<file path="config.mk">
export PLATFORM = sky130hd
export DESIGN_NAME = fetch_sequencer
export DESIGN_NICKNAME = d
export VERILOG_FILES = /design/src/rtl/cpu_pkg.sv /design/src/rtl/pc_counter.sv /design/src/rtl/fetch_sequencer.sv
export SDC_FILE = /design/constraint.sdc
export NUM_CORES = 1
export LEC_CHECK = 0
export ABC_AREA = 1
export CORE_MARGIN = 5
export CORE_UTILIZATION = 38
export DETAILED_ROUTE_END_ITERATION = 16
export PLACE_DENSITY = 0.77
export SYNTH_ARGS = -nofsm -noshare
export SYNTH_HDL_FRONTEND = slang
export SYNTH_SLANG_ARGS = --single-unit
</file>
<file path="constraint.sdc">
create_clock -name clk -period 1.75 [get_ports clk]
set_input_delay 0.35 -clock clk [delete_from_list [all_inputs] [get_ports clk]]
set_output_delay 0.35 -clock clk [all_outputs]
set_load 0.03 [all_outputs]
</file>
<file path="src/rtl/cpu_pkg.sv">
// rtl/cpu_pkg.sv - shared fetch-stage types and instruction word constants
package cpu_pkg;

    typedef enum logic [1:0] {
        PRIME = 2'd0,
        RUN   = 2'd1,
        HALT  = 2'd2
    } fetch_state_t;

    localparam logic [4:0]  OPC_STP  = 5'b11111;
    localparam logic [15:0] NOP_WORD = 16'h0000;
    localparam logic [15:0] STP_WORD = 16'hF800;

    function automatic logic is_stp(input logic [15:0] word);
        return word[15:11] == OPC_STP;
    endfunction

endpackage

</file>
<file path="src/rtl/pc_counter.sv">
// rtl/pc_counter.sv - wrapping PC register with sync clear, load, increment and hold
module pc_counter #(
    parameter int AW = 16
) (
    input  logic          clk,
    input  logic          clr,
    input  logic          load,
    input  logic [AW-1:0] load_val,
    input  logic          inc,
    output logic [AW-1:0] q
);

    logic [AW-1:0] q_q;
    logic [AW-1:0] q_d;

    always_comb begin
        q_d = q_q;
        if (load) begin
            q_d = load_val;
        end else if (inc) begin
            q_d = q_q + AW'(1);
        end
    end

    always_ff @(posedge clk) begin
        if (clr) begin
            q_q <= '0;
        end else begin
            q_q <= q_d;
        end
    end

    assign q = q_q;

endmodule

</file>
<file path="src/rtl/fetch_sequencer.sv">
// rtl/fetch_sequencer.sv - PC ownership, NOP bubble insertion and issue to the decoder
module fetch_sequencer
    import cpu_pkg::*;
#(
    parameter int AW    = 16,
    parameter int CNT_W = 16
) (
    input  logic             clk,
    input  logic             reset,
    input  logic             stall,
    input  logic             cnt_en,
    input  logic             pc_sload,
    input  logic [AW-1:0]    new_pc,
    input  logic [15:0]      iq1,
    input  logic [15:0]      iq2,
    output logic [AW-1:0]    pc,
    output logic [15:0]      instr,
    output logic [15:0]      N,
    output logic             running,
    output logic             halted,
    output logic [CNT_W-1:0] retired
);

    fetch_state_t     state_q;
    fetch_state_t     state_d;
    logic [CNT_W-1:0] retired_q;
    logic [CNT_W-1:0] retired_d;
    logic [AW-1:0]    pc_reg;
    logic             pc_ld;
    logic             pc_inc;

    pc_counter #(.AW(AW)) u_pc_counter (
        .clk      (clk),
        .clr      (reset),
        .load     (pc_ld),
        .load_val (new_pc),
        .inc      (pc_inc),
        .q        (pc_reg)
    );

    // Decoder controls only take effect on cycles where a word is actually issued.
    always_comb begin
        state_d   = state_q;
        retired_d = retired_q;
        pc_ld     = 1'b0;
        pc_inc    = 1'b0;
        case (state_q)
            PRIME: begin
                if (!stall) begin
                    pc_ld   = pc_sload;
                    pc_inc  = cnt_en;
                    state_d = RUN;
                end
            end
            RUN: begin
                if (!stall) begin
                    pc_ld     = pc_sload;
                    pc_inc    = cnt_en;
                    retired_d = retired_q + CNT_W'(1);
                    if (is_stp(iq1)) begin
                        state_d = HALT;
                    end
                end
            end
            HALT: begin
                state_d = HALT;
            end
            default: begin
                state_d = PRIME;
            end
        endcase
    end

    always_ff @(posedge clk) begin
        if (reset) begin
            state_q   <= PRIME;
            retired_q <= '0;
        end else begin
            state_q   <= state_d;
            retired_q <= retired_d;
        end
    end

    // A stalled RUN cycle points the decoder back at the suppressed word so it is re-fetched.
    always_comb begin
        instr = NOP_WORD;
        pc    = pc_reg;
        case (state_q)
            RUN: begin
                if (stall) begin
                    pc = pc_reg - AW'(1);
                end else begin
                    instr = iq1;
                end
            end
            HALT:    instr = STP_WORD;
            default: instr = NOP_WORD;
        endcase
    end

    assign N       = iq2;
    assign running = (state_q == RUN);
    assign halted  = (state_q == HALT);
    assign retired = retired_q;

endmodule

</file>
==> metrics.txt <==
GPL Wtd Cong=0.899; CTS Buffer Depth=2; DR iter-0 viols=roughly 180; largest area contributor in the netlist=dfxtp_1; first-pass GRT wire length=13,800 um; clock-pin slew on the worst setup and hold paths=around 0.070 ns; Worst slew margin=between 70% and 80%; Mapped Cells=435; Ant. Diodes=0; Netlist cell types=35; Die Height=between 90 and 100 um; Netlist Area Pre-Place=0.00264 mm2; Final period util=128%; WL final=9980 um; crit path cell chain=inv_2 -> ha_4 -> nand2_4 -> nor3_4 -> nand2_2 -> nor2_4 -> nand4_1 -> xor2_4 -> buf_6; via count=3,395; drc violations=0; type of the worst setup path=flop to output pin; final-report setup violation count=58; CP Launch Type=flop; Die Footprint=0.00873 mm2; CTS tree=yes; I/O Buffers=86; Routed wire per std cell=14.9 um; Worst Setup SP=state_q[1]; maxcap violations=0; H-Tree Depth=2; layout cells sized above 1=between 30% and 40%; final hold violation count=0; endpoint type of the worst setup path=output pin; Reg-to-Reg End=u_pc_counter.q[5]; arrival time at the worst endpoint=approximately 1.9 ns; CP endpoint=pc[14]; Clock Skews=~0.016 ns; vias in the first global route=~3,100; Finished Layout Cells=672; starting density of the core=38.9%; Die X=about 93 um; Fmax=448 MHz; DR vias/cell=about 5.1; worst-margin pin slew=between 0.4 and 0.5 ns; CTS sink count=34; Num CTS Buffers=5; Worst EP required=1.40 ns; post-route setup slack=-0.482 ns; WP buf/inv=2; power per standard cell area=763 mW/mm2; worst hold-check path type=flop to flop; failing checks=negative setup slack; root buffer cell=clkbuf_8; reg2reg setup slack=-0.32 ns; Ys Warns=0; Syn Area/Cell=6.08 um2; RSZ-0062 raised after global routing=true; slowest CP cell=dfxtp_2; delay-heaviest family, CP=simple AND/OR/NAND/NOR gates; minimum clock period=between 2 and 2.5 ns; worst reg2reg startpoint=state_q[1]; dpl cells=approximately 640; synth top area cells=dfxtp_1, nand2_1, nor2_1; largest net degree at the start of global routing=18; flops & latches, synth=34; status=finished, violations left; Crit. path cell count=9; worst skew pair latency=0.29 ns; Layout Nets=634; io pins=119; Core Region=0.00679 mm2; net count after synthesis=roughly 490; initial antenna violation count=0; VDD IR max=0.460 mV; Power Total=3740 uW; fillers=~500; register area share after synthesis=25.7%; CP peak stage delay=0.33 ns; DR pass1 iterations=5; grt ovf=0; CP max FO=3; Reg2Reg Depth=13; area grow syn2layout=85.1%; share of the synthesized area in the top cell type=~26%; Post-DP HPWL=6470 um; Cell Rows=30; Max Slew Vio Count=0; LEAKAGE=between 0.002 and 0.0025 uW; Routed Antenna Nets=0; GRT Overall Usage=19.2%; Hold Buf Count CTS=0
==> flip-flops by register name (all words and copies together) (netlist names) <==
register / cells
retired: 16
state_q: 2
u_pc_counter.q: 16
==> layer usage <==
metal | global-route usage [%] | wire length, um
met2 | 35.7 | 5370
met5 | 0 | 0
met3 | 3.86 | 621
met1 | 22.9 | 3820
met4 | 3.17 | 163
==> tightest hold or removal path: cells and delay by family (launching register included) <==
kind | cells | cell delay (ns)
buffers and inverters | 1 | 0.09
AOI/OAI and AO/OA | 1 | 0.05
DFF | 1 | 0.33
==> Yosys cell counts <==
| cell type | count |
|---|---|
| inv_1 | 49 |
| inv_4 | 2 |
| nor2_8 | 1 |
| buf_2 | 5 |
| nor2_2 | 6 |
| ha_1 | 6 |
| nand2_4 | 2 |
| o221ai_1 | 1 |
| a21o_1 | 1 |
| a211oi_2 | 1 |
| nor2_1 | 83 |
| nor3_2 | 1 |
| nor3_1 | 4 |
| nor2_4 | 3 |
| o211ai_1 | 3 |
| xor2_1 | 11 |
| o21a_1 | 1 |
| nand3b_1 | 1 |
| a211oi_1 | 1 |
| nand3_2 | 1 |
| or2_0 | 1 |
| o21ai_0 | 12 |
| a31oi_1 | 2 |
| o21ai_1 | 2 |
| inv_2 | 3 |
| buf_6 | 1 |
| buf_4 | 16 |
| a21oi_1 | 19 |
| dfxtp_1 | 34 |
| nand4_2 | 1 |
| nand3_1 | 42 |
| nand4_1 | 9 |
| nand2_1 | 99 |
| clkbuf_1 | 6 |
| nand2_2 | 5 |
==> final cells by class <==
type	count	area [um2]	area share [%]
inverter	54	233	4.75
clock buffer	6	82.6	1.69
timing repair inverter	1	8.76	0.179
timing repair buffer	160	1630	33.4
sequential	34	686	14.0
multi-input combinational	319	2120	43.3
clock inverter	2	12.5	0.256
tap	96	120	2.45
==> per-stage QoR <==
| step | setup TNS (ns) | utilization (%) | area (um2) | setup slack (ns) | hold WS, ns |
|---|---|---|---|---|---|
| after global placement | -11.94 | 59.3 | 4030 | -0.529 | 0.478 |
| after detailed placement | -12.70 | 59.3 | 4030 | -0.557 | 0.484 |
| after global routing | -19.99 | 72.0 | 4890 | -0.555 | 0.536 |
| after CTS | -8.95 | 64.9 | 4410 | -0.440 | 0.502 |
| final | -14.97 | 72.0 | 4890 | -0.482 | 0.517 |
| after floorplan | -0.612 | - | 2840 | -0.151 | 0.469 |
==> how the worst min path moves through the flow <==
stage	from	end	slack (ns)	depth (start not counted)
finish	retired[7]	retired[7]	0.52	2
global route	retired[7]	retired[7]	0.54	2
CTS	retired[7]	retired[7]	0.50	2
detailed placement	retired[7]	retired[7]	0.48	2
global placement	retired[5]	retired[5]	0.48	1
floorplan	state_q[0]	state_q[0]	0.47	2
==> power by group <==
group / internal [uW] / switching, uW
sequential: 838 / 56.4
clock: 317 / 317
combinational: 1010 / 1190
total: 2170 / 1570
==> logic make-up after synthesis <==
logic type	share of synthesized area (%)
AO/OA/AOI/OAI	9.23
XOR/XNOR	3.64
buffers and inverters	14.6
AND/OR/NAND/NOR	43.9
adder cells (fa/ha/maj)	2.84
flip-flops	25.7
==> layout by cell type (no fill, tap or decap), types with 5 or more instances in the layout <==
master,count
clkdlybuf4s50_1,40
buf_6,48
a21oi_2,7
nand3_4,5
nand2_4,8
nor2_1,64
nand2_1,84
o21ai_2,5
clkbuf_8,6
inv_2,9
nor2_4,25
inv_1,41
nand4_1,9
nand3_1,33
buf_12,6
a21oi_1,12
o21ai_0,6
xor2_2,5
nand2_2,12
buf_4,50
dfxtp_1,30
dlymetal6s2s_1,5
dlygate4sd2_1,7
nand3_2,5
==> repair_timing <==
action                     in CTS  in global routing
resized for setup              68                 98
hold endpoints to repair        0                  0
setup buffers                   6                 16
setup endpoints to repair      41                 52
cloned                          1                  1
pin swaps                      16                 33
Power figures use the tool's default switching activity.
